## config.mk

```make
export PLATFORM = sky130hd
export DESIGN_NAME = mips_sequencer
export DESIGN_NICKNAME = d
export VERILOG_FILES = /design/src/rtl/mips_pkg.sv /design/src/rtl/mem_wait_timer.sv /design/src/rtl/mips_sequencer.sv
export SDC_FILE = /design/constraint.sdc
export NUM_CORES = 1
export LEC_CHECK = 0
export CORE_ASPECT_RATIO = 0.5
export CORE_MARGIN = 10
export CORE_UTILIZATION = 50
export DETAILED_ROUTE_END_ITERATION = 10
export PLACE_DENSITY_LB_ADDON = 0.12
export SETUP_SLACK_MARGIN = 0.4
export SYNTH_ARGS = -nofsm -noshare
export SYNTH_HDL_FRONTEND = slang
export SYNTH_SLANG_ARGS = --single-unit
```

## constraint.sdc

```tcl
create_clock -name clk -period 4.9 [get_ports clk]
set_input_delay 0.98 -clock clk [delete_from_list [all_inputs] [get_ports clk]]
set_output_delay 0.98 -clock clk [all_outputs]
set_load 0.005 [all_outputs]
```

## src/rtl/mips_pkg.sv

```systemverilog
// mips_pkg: shared state encodings, opcodes and control codes for the multicycle sequencer.
package mips_pkg;
  typedef enum logic [3:0] {
    S_FETCH    = 4'd0,
    S_DECODE   = 4'd1,
    S_MEM_ADDR = 4'd2,
    S_MEM_RD   = 4'd3,
    S_MEM_WB   = 4'd4,
    S_MEM_WR   = 4'd5,
    S_R_EX     = 4'd6,
    S_R_WB     = 4'd7,
    S_BRANCH   = 4'd8,
    S_JUMP     = 4'd9,
    S_ADDI_EX  = 4'd10,
    S_ADDI_WB  = 4'd11,
    S_ERROR    = 4'd12
  } state_t;
  localparam logic [5:0] OP_RTYPE = 6'b000000;
  localparam logic [5:0] OP_LW    = 6'b100011;
  localparam logic [5:0] OP_SW    = 6'b101011;
  localparam logic [5:0] OP_BEQ   = 6'b000100;
  localparam logic [5:0] OP_J     = 6'b000010;
  localparam logic [5:0] OP_ADDI  = 6'b001000;
  localparam logic [1:0] ALU_ADD   = 2'b00;
  localparam logic [1:0] ALU_SUB   = 2'b01;
  localparam logic [1:0] ALU_FUNCT = 2'b10;
  localparam logic [1:0] PC_INC    = 2'b00;
  localparam logic [1:0] PC_BRANCH = 2'b01;
  localparam logic [1:0] PC_JUMP   = 2'b10;
endpackage

```

## src/rtl/mem_wait_timer.sv

```systemverilog
// mem_wait_timer: counts memory wait cycles; expired flags the last permitted wait cycle.
module mem_wait_timer #(
  parameter int MEM_TIMEOUT = 16
) (
  input  logic clk,
  input  logic reset,
  input  logic clear,
  input  logic enable,
  output logic expired
);
  localparam int W = $clog2(MEM_TIMEOUT + 1);
  logic [W-1:0] count_q, count_d;
  always_comb count_d = clear ? '0 : enable ? count_q + W'(1) : count_q;
  always_ff @(posedge clk or negedge reset) begin
    if (!reset) count_q <= '0;
    else        count_q <= count_d;
  end
  assign expired = count_q == W'(MEM_TIMEOUT - 1);
endmodule

```

## src/rtl/mips_sequencer.sv

```systemverilog
// mips_sequencer: Moore control FSM for a multicycle MIPS datapath with memory
// timeout detection and a retired-instruction counter.
module mips_sequencer
  import mips_pkg::*;
#(
  parameter int MEM_TIMEOUT = 16
) (
  input  logic        clk,
  input  logic        reset,
  input  logic        run,
  input  logic [5:0]  opcode,
  input  logic        zero,
  input  logic        mem_ready,
  output logic        pc_write,
  output logic        pc_write_cond,
  output logic        i_or_d,
  output logic        mem_read,
  output logic        mem_write,
  output logic        ir_write,
  output logic        memto_reg,
  output logic        reg_dst,
  output logic        reg_write,
  output logic        alu_src_a,
  output logic [1:0]  alu_src_b,
  output logic [1:0]  alu_op,
  output logic [1:0]  pc_source,
  output logic [3:0]  state,
  output logic        illegal,
  output logic        error,
  output logic [15:0] retired
);
  state_t      state_q, state_d;
  logic [15:0] retired_q, retired_d;
  logic        illegal_q, illegal_d;
  logic        expired, wait_clr, wait_en, retire;
  logic        unused_zero;
  assign unused_zero = zero;
  always_comb begin
    state_d = state_q;
    case (state_q)
      S_FETCH:    state_d = !run ? S_FETCH : mem_ready ? S_DECODE : expired ? S_ERROR : S_FETCH;
      S_DECODE:
        case (opcode)
          OP_RTYPE:     state_d = S_R_EX;
          OP_LW, OP_SW: state_d = S_MEM_ADDR;
          OP_BEQ:       state_d = S_BRANCH;
          OP_J:         state_d = S_JUMP;
          OP_ADDI:      state_d = S_ADDI_EX;
          default:      state_d = S_FETCH;
        endcase
      S_MEM_ADDR: state_d = (opcode == OP_LW) ? S_MEM_RD : S_MEM_WR;
      S_MEM_RD:   state_d = mem_ready ? S_MEM_WB : expired ? S_ERROR : S_MEM_RD;
      S_MEM_WR:   state_d = mem_ready ? S_FETCH : expired ? S_ERROR : S_MEM_WR;
      S_R_EX:     state_d = S_R_WB;
      S_ADDI_EX:  state_d = S_ADDI_WB;
      S_MEM_WB, S_R_WB, S_ADDI_WB, S_BRANCH, S_JUMP: state_d = S_FETCH;
      default:    state_d = S_ERROR;
    endcase
  end
  // An idle FETCH keeps the timer cleared so the timeout measures only real fetch waits.
  assign wait_clr  = (state_d != state_q) || (state_q == S_FETCH && !run);
  assign wait_en   = (state_q inside {S_MEM_RD, S_MEM_WR} || (state_q == S_FETCH && run)) && !mem_ready;
  assign retire    = state_d == S_FETCH &&
                     state_q inside {S_MEM_WB, S_MEM_WR, S_R_WB, S_ADDI_WB, S_BRANCH, S_JUMP};
  assign retired_d = retired_q + {15'd0, retire};
  assign illegal_d = state_q == S_DECODE && state_d == S_FETCH;
  mem_wait_timer #(.MEM_TIMEOUT(MEM_TIMEOUT)) u_timer (
    .clk     (clk),
    .reset   (reset),
    .clear   (wait_clr),
    .enable  (wait_en),
    .expired (expired)
  );
  always_ff @(posedge clk or negedge reset) begin
    if (!reset) begin
      state_q   <= S_FETCH;
      retired_q <= '0;
      illegal_q <= 1'b0;
    end else begin
      state_q   <= state_d;
      retired_q <= retired_d;
      illegal_q <= illegal_d;
    end
  end
  // Outputs are gated by reset so nothing is driven while reset is held.
  always_comb begin
    pc_write      = 1'b0;
    pc_write_cond = 1'b0;
    i_or_d        = 1'b0;
    mem_read      = 1'b0;
    mem_write     = 1'b0;
    ir_write      = 1'b0;
    memto_reg     = 1'b0;
    reg_dst       = 1'b0;
    reg_write     = 1'b0;
    alu_src_a     = 1'b0;
    alu_src_b     = 2'b00;
    alu_op        = ALU_ADD;
    pc_source     = PC_INC;
    if (reset) begin
      case (state_q)
        S_FETCH: if (run) begin
          mem_read  = 1'b1;
          alu_src_b = 2'b01;
          ir_write  = mem_ready;
          pc_write  = mem_ready;
        end
        S_DECODE:  alu_src_b = 2'b11;
        S_MEM_ADDR, S_ADDI_EX: begin
          alu_src_a = 1'b1;
          alu_src_b = 2'b10;
        end
        S_MEM_RD: begin
          mem_read = 1'b1;
          i_or_d   = 1'b1;
        end
        S_MEM_WB: begin
          reg_write = 1'b1;
          memto_reg = 1'b1;
        end
        S_MEM_WR: begin
          mem_write = 1'b1;
          i_or_d    = 1'b1;
        end
        S_R_EX: begin
          alu_src_a = 1'b1;
          alu_op    = ALU_FUNCT;
        end
        S_R_WB: begin
          reg_write = 1'b1;
          reg_dst   = 1'b1;
        end
        S_ADDI_WB: reg_write = 1'b1;
        S_BRANCH: begin
          alu_src_a     = 1'b1;
          alu_op        = ALU_SUB;
          pc_write_cond = 1'b1;
          pc_source     = PC_BRANCH;
        end
        S_JUMP: begin
          pc_write  = 1'b1;
          pc_source = PC_JUMP;
        end
        default: ;
      endcase
    end
  end
  assign state   = state_q;
  assign illegal = illegal_q;
  assign error   = state_q == S_ERROR;
  assign retired = retired_q;
endmodule

```

==> results.txt <==
- Share of synthesized area occupied by flip-flops and latches: 38.7%
- First-pass GRT wire length: 6890 um
- Number of I/O pins: 49
- Floorplan Core Area: 0.00312 mm2
- Quantity of gates resized following cts: 0
- In the final routed layout, each cell accounts on average for 16.5 um.
* H-Tree Depth: 1
- Clock transition at the registers of the reported paths: 90 ps
* Count of maximum capacitance violations: 0
- For the pin with the worst max-slew slack, the measured transition is 637 ps.
* Count of nets after finishing: 240
* Tot GR Track Use: 13.7%
- Counting every net in the synthesized netlist gives 196.
- Number of sinks on the clock net: 26
- Insertion delay of the later-clocked pin in the worst-skew pair: 260 ps
- Final standard cell area without fillers: 0.00223 mm2
- Setup Fix Bufs, Post-CTS: 0
- Summed over all cells, the static leakage comes to 0.924 nW.
- The placed instances occupy a cell area of 0.00215 mm2.
- The number of pins exceeding their max-slew limit in the final report was 0.
- Simple-Gate Fraction of Synth Area: 32.0%
* Row count: 14
- Fill cell instance count of the final layout: 237
- TritonCTS clock tree: yes
- Global placer's final weighted congestion: 0.809
- Adder and majority cell fraction of the synthesized area: 2.97%
- The via count of the first global-routing pass was 1415.
- IO Port Bufs: 47
- Synthesis instantiated 46 different standard cells from the library.
- The clock passes through at most 2 buffers.
- Initial core utilization: 54.0%
* Root buffer cell: sky130_fd_sc_hd__clkbuf_8
- Dividing the synthesized area by the synthesized cell count gives 9.30 um2.
- Type of the setup path with the least slack: input port to primary output
- Entering global routing, the biggest net connects 27 pins.
- In this run the vertical extent of the chip is 61.0 um.
- For this run, the leading register cell type out of synthesis is sky130_fd_sc_hd__dfrtp_1.
* Synthesized netlist cell count: 181
* Worst min-delay path class: flop to flop
- Wires add up to 4350 um.
- For this run, asynchronously set or reset flops after synthesis account for 100%.
- For this design, the CTS-stage hold fixing added 0 buffers.
- Sorting the synthesized cells by how often they occur yields sky130_fd_sc_hd__dfrtp_1 (26), sky130_fd_sc_hd__nor2_1 (19), sky130_fd_sc_hd__nand2_1 (16).
- Antenna cell count: 0
- Highest attainable clock frequency: 261 MHz
- Cells with a size suffix above 1 make up 8.48% of the layout.
* EDFF count, synth: 0
- Data arrives at the worst endpoint at 2860 ps.
- Total overflow reported by the global router: 0
- Headroom to the max-slew limit came out at 57.5%.
* Portion of the clock cycle consumed by the worst path in the final layout: 78.3%
* Setup skew after layout: 5.94 ps
* Share of Yosys cell area claimed by the top area cell type: 38.7%
- Chip width: 102 um
- Endpoint class of the critical path: primary output
* Die Outline Area: 0.00623 mm2
* Status: complete, no violations
- Peak supply drop: 0.272 mV
* Power Density: 239 mW/mm2
- TritonCTS created 3 clock buffers.
- Overall power consumption after layout is estimated at 0.000532 W.
* RSZ-0062 raised after global routing: false
- The biggest area contributor in the post-synthesis netlist is sky130_fd_sc_hd__dfrtp_1.
- Final number of hold-violating endpoints: 0
- Detailed placement ended at an HPWL of 3330 um.
* Compound-gate portion of the synthesized area: 10.3%
- STA puts the critical path data required time at 3920 ps.
* Yosys synthesis warning count: 0
- Final-layout setup total negative slack: 0 ps
- Setup violations remaining at the end of the flow were counted as 0.
* Leading cell types by total area after synthesis: sky130_fd_sc_hd__dfrtp_1 (39%), sky130_fd_sc_hd__xnor2_1 (6.2%), sky130_fd_sc_hd__nor2_1 (4.2%), sky130_fd_sc_hd__xor2_1 (4.2%), sky130_fd_sc_hd__nand2_1 (3.6%)
- By area, the combinational part of the netlist is dominated by simple AND/OR/NAND/NOR gates.
* Post-route antenna net violation count: 0
- In this run, the number of DRC markers left after iteration 0 of detailed routing was 115.
- Summing over every cut layer, the via total after detailed routing is 1531.
* Layout overhead on the synthesized area: 32.3%
* First-pass DRT Iterations: 4
* Area of the mapped netlist: 0.00168 mm2
- Final hold slack: 488 ps
- After layout, the minimum clock period comes to 3840 ps.
- Portion of netlist area occupied by mux cells: 1.49%
* Xor/xnor cell area share of the yosys netlist: 10.4%
- Critical Path Fanout Max: 7
- In the post-synthesis netlist, the cell with the most instances is sky130_fd_sc_hd__dfrtp_1.
- Number of design rule violations left after detail routing: 0
- The initial antenna violation count came to 0.
* Startpoint types: input port
- In this run, synthesis produced a sequential element count of 26.
- Average via count per standard cell: 5.80
==> cells by family (layout without fill, tap and decap cells) <==
family	count (synthesis)	after routing
compound gates	22	22
xor+xnor	20	20
fa+ha+maj	4	4
buf+inv	13	56
flops	26	26
mux	2	2
simple gates	94	94
==> flip-flops by register name, indices dropped and copies added, names as in the netlist <==
signal	count
illegal	1
retired	16
state	4
u_timer.count_q	5
==> power by group <==
| group | switching (W) | internal, W |
|---|---|---|
| registers | 0.0000237 | 0.000230 |
| clock network | 0.0000642 | 0.000109 |
| logic | 0.0000447 | 0.0000597 |
| total | 0.000133 | 0.000399 |
==> stage by stage <==
stage          util, %  std cells  worst slack (ps)
5_1_grt           71.4        264               947
4_1_cts           71.4        264              1050
3_5_place_dp      69.1        260               963
3_3_place_gp      69.1        260              1040
2_1_floorplan        -        181              1950
6_report          71.4        264              1060
==> path summary, 6_finish.rpt <==
kind / from / endpoint / slack [ps] / cells after the start
min in group asynchronous: reset / u_timer.count_q[4]$_DFFE_PN0P_ / 1380 / 2
min reg2reg: retired[15]$_DFF_PN0_ / retired[15]$_DFF_PN0_ / 490 / 1
max in group asynchronous: reset / retired[5]$_DFF_PN0_ / 3270 / 2
max reg2reg: u_timer.count_q[0]$_DFFE_PN0P_ / retired[14]$_DFF_PN0_ / 1620 / 13
max: run / pc_write / 1060 / 6
min: retired[15]$_DFF_PN0_ / retired[15]$_DFF_PN0_ / 490 / 1
==> worst max-delay path: stages <==
cell and delay [ps]:
sky130_fd_sc_hd__clkdlybuf4s50_1 500, sky130_fd_sc_hd__nor3b_1 240, sky130_fd_sc_hd__and3_1 360, sky130_fd_sc_hd__and2_1 180, sky130_fd_sc_hd__or2_2 100, sky130_fd_sc_hd__clkdlybuf4s50_1 490
==> layout by cell type (no fill, tap or decap), types with 7 or more instances in the layout <==
cell type                         netlist  layout
sky130_fd_sc_hd__clkdlybuf4s50_1        0      47
sky130_fd_sc_hd__dfrtp_1               26      26
sky130_fd_sc_hd__nand2_1               16      16
sky130_fd_sc_hd__nand3_1               11      11
sky130_fd_sc_hd__nor2_1                19      19
sky130_fd_sc_hd__nor3_1                 7       7
sky130_fd_sc_hd__xnor2_1               12      12
sky130_fd_sc_hd__xor2_1                 8       8
==> cell type report <==
class                      instances  area [um2]  area share [%]
clock inverter                     1        30.0            1.35
multi-input combinational        142         961            43.2
timing repair buffer              48         478            21.5
clock buffer                       3        41.3            1.85
tap                               40        50.0            2.25
sequential                        26         651            29.2
inverter                           4        15.0           0.675
==> layer usage <==
metal	share of wire (%)	vias up	global-route usage [%]
met5	0	-	0
met3	10	2	5.03
li1	-	738	-
met1	44	725	16.7
met4	0.23	0	1.20
met2	46	66	23.7
Note: power is estimated with default switching activity, not from simulation.
==> variant: new RTL, same flow settings <==
Register the output `error`; this adds one clock of latency there. The other outputs are not delayed to match.
--- a/src/rtl/mips_sequencer.sv
+++ b/src/rtl/mips_sequencer.sv
@@ -147,7 +147,9 @@
   end
   assign state   = state_q;
   assign illegal = illegal_q;
-  assign error   = state_q == S_ERROR;
+  always_ff @(posedge clk) begin
+    error <= state_q == S_ERROR;
+  end
   assign retired = retired_q;
 endmodule
 
Formal check against the unedited RTL: same outputs for any inputs over 10 cycles, from zero or initial values and one cycle with reset low; that may be too few to reach the edited logic, so the function may still have changed.
==> variant against the original RTL <==
  * Clock skew down 0.0040 ns
  * Sequential cell count up 1
  * Worst setup slack worse by 0.0088 ns
  * Total power down 8.2%
  * Final area down 0.22%
  * Wire length down 5.2%
  * Area after synthesis up 1.2%
  * Critical path type unchanged
==> variant: results (changes against the original RTL) <==
outcome:
  outcome: "finished clean"
layout:
  fill_cells: 242  # +2.1%
  layout-drive-gt1-share_pct: 8.44  # -0.038 points
  final_nets: 241  # +0.42%
routing:
  wl_per_cell_um: 15.5  # -5.6%
  vias: 1502  # -1.9%
  detail_route.iter0.violations: 68  # -41%
  first_pass_iters: 4  # unchanged
global_routing:
  grtUsageTotal_pct: 13.2  # -0.46 points
  first_global_vias: 1351  # -4.5%
  antenna_found_initial: 0  # unchanged
synth:
  synth_cell_types: 47  # +2.2%
  synth-async-reset-ratio_pct: 96.3  # -3.7 points
  synth_nets: 197  # +0.51%
  ys_seq_area_share_pct: 39.4  # +0.72 points
  ys_top_cells_by_count: "dfrtp_1, nor2_1, nand2_1, xnor2_1, nand3_1"
setup_path:
  endpoint: "pc_write"
  arrival_ns: 2.87  # about the same
  rrSetupSlack_ns: 1.50  # -0.12 ns
pwr:
  leakagePower_nw: 0.922  # -0.24%
  ir_worst_vdd_mv: 0.201  # -26%
clocking:
  cts_buffer_depth: 2  # unchanged
timing:
  fin_skew_ns: 0.00191  # -0.00403 ns
  worst_slew_pin_slew_ns: 0.593  # -0.0443 ns
placed_design:
  post-dp-hpwl_um: 3200  # -3.8%
  gp_congestion: 0.832  # +2.8%
variant: cell count changes in the layout (fill, tap and decap cells not counted):
cell | before | now
bufinv_16 | 1 | 0
clkinv_2 | 0 | 1
dfxtp_1 | 0 | 1
variant: cell families after synthesis:
| group | synth area share, % |
|---|---|
| and+or+nand+nor | 31.6 |
| adders and majority gates | 2.94 |
| DFF | 39.4 |
| AOI/OAI and AO/OA | 10.1 |
| muxes | 1.47 |
| xor gates and xnor gates | 10.3 |
| buffers and inverters | 4.19 |
variant: per-layer routing:
layer	GRT usage (%)	part of all wire [%]
met3	5.03	10
met5	0	0
met2	20.8	44
met1	17.2	45
met4	2.39	0.24
variant: how the worst min path moves through the flow:
stage	end	slack, ns	cells past startpoint
floorplan	retired[15]	0.47	1
global placement	retired[15]	0.46	1
detailed placement	retired[15]	0.47	1
CTS	retired[15]	0.48	1
global route	retired[15]	0.50	1
finish	retired[15]	0.47	1
variant: through the flow:
step	instance area, µm²	worst slack (ns)	cells
finish	2220	1.05	265
global route	2220	0.885	265
CTS	2220	1.03	265
detailed placement	2170	0.934	261
global placement	2170	1.05	261
floorplan	1700	1.95	182
variant: layout make-up:
type | count | area share (%)
Timing Repair Buffer | 48 | 21.5
Inverter | 4 | 0.676
Clock buffer | 3 | 1.86
Sequential cell | 27 | 30.2
Multi-Input combinational cell | 142 | 43.3
Tap cell | 40 | 2.25
Clock inverter | 1 | 0.225
variant: worst max-delay path: cells and delay by family:
kind | cells | cell delay (ns)
and+or+nand+nor | 4 | 0.88
buffers and inverters | 2 | 1.01
variant: power breakdown:
group | switching (mW) | internal (mW) | leakage (nW)
Clock | 0.0667 | 0.0569 | 0.0255
Sequential | 0.0235 | 0.238 | 0.365
Combinational | 0.0432 | 0.0594 | 0.531
Total | 0.133 | 0.355 | 0.922
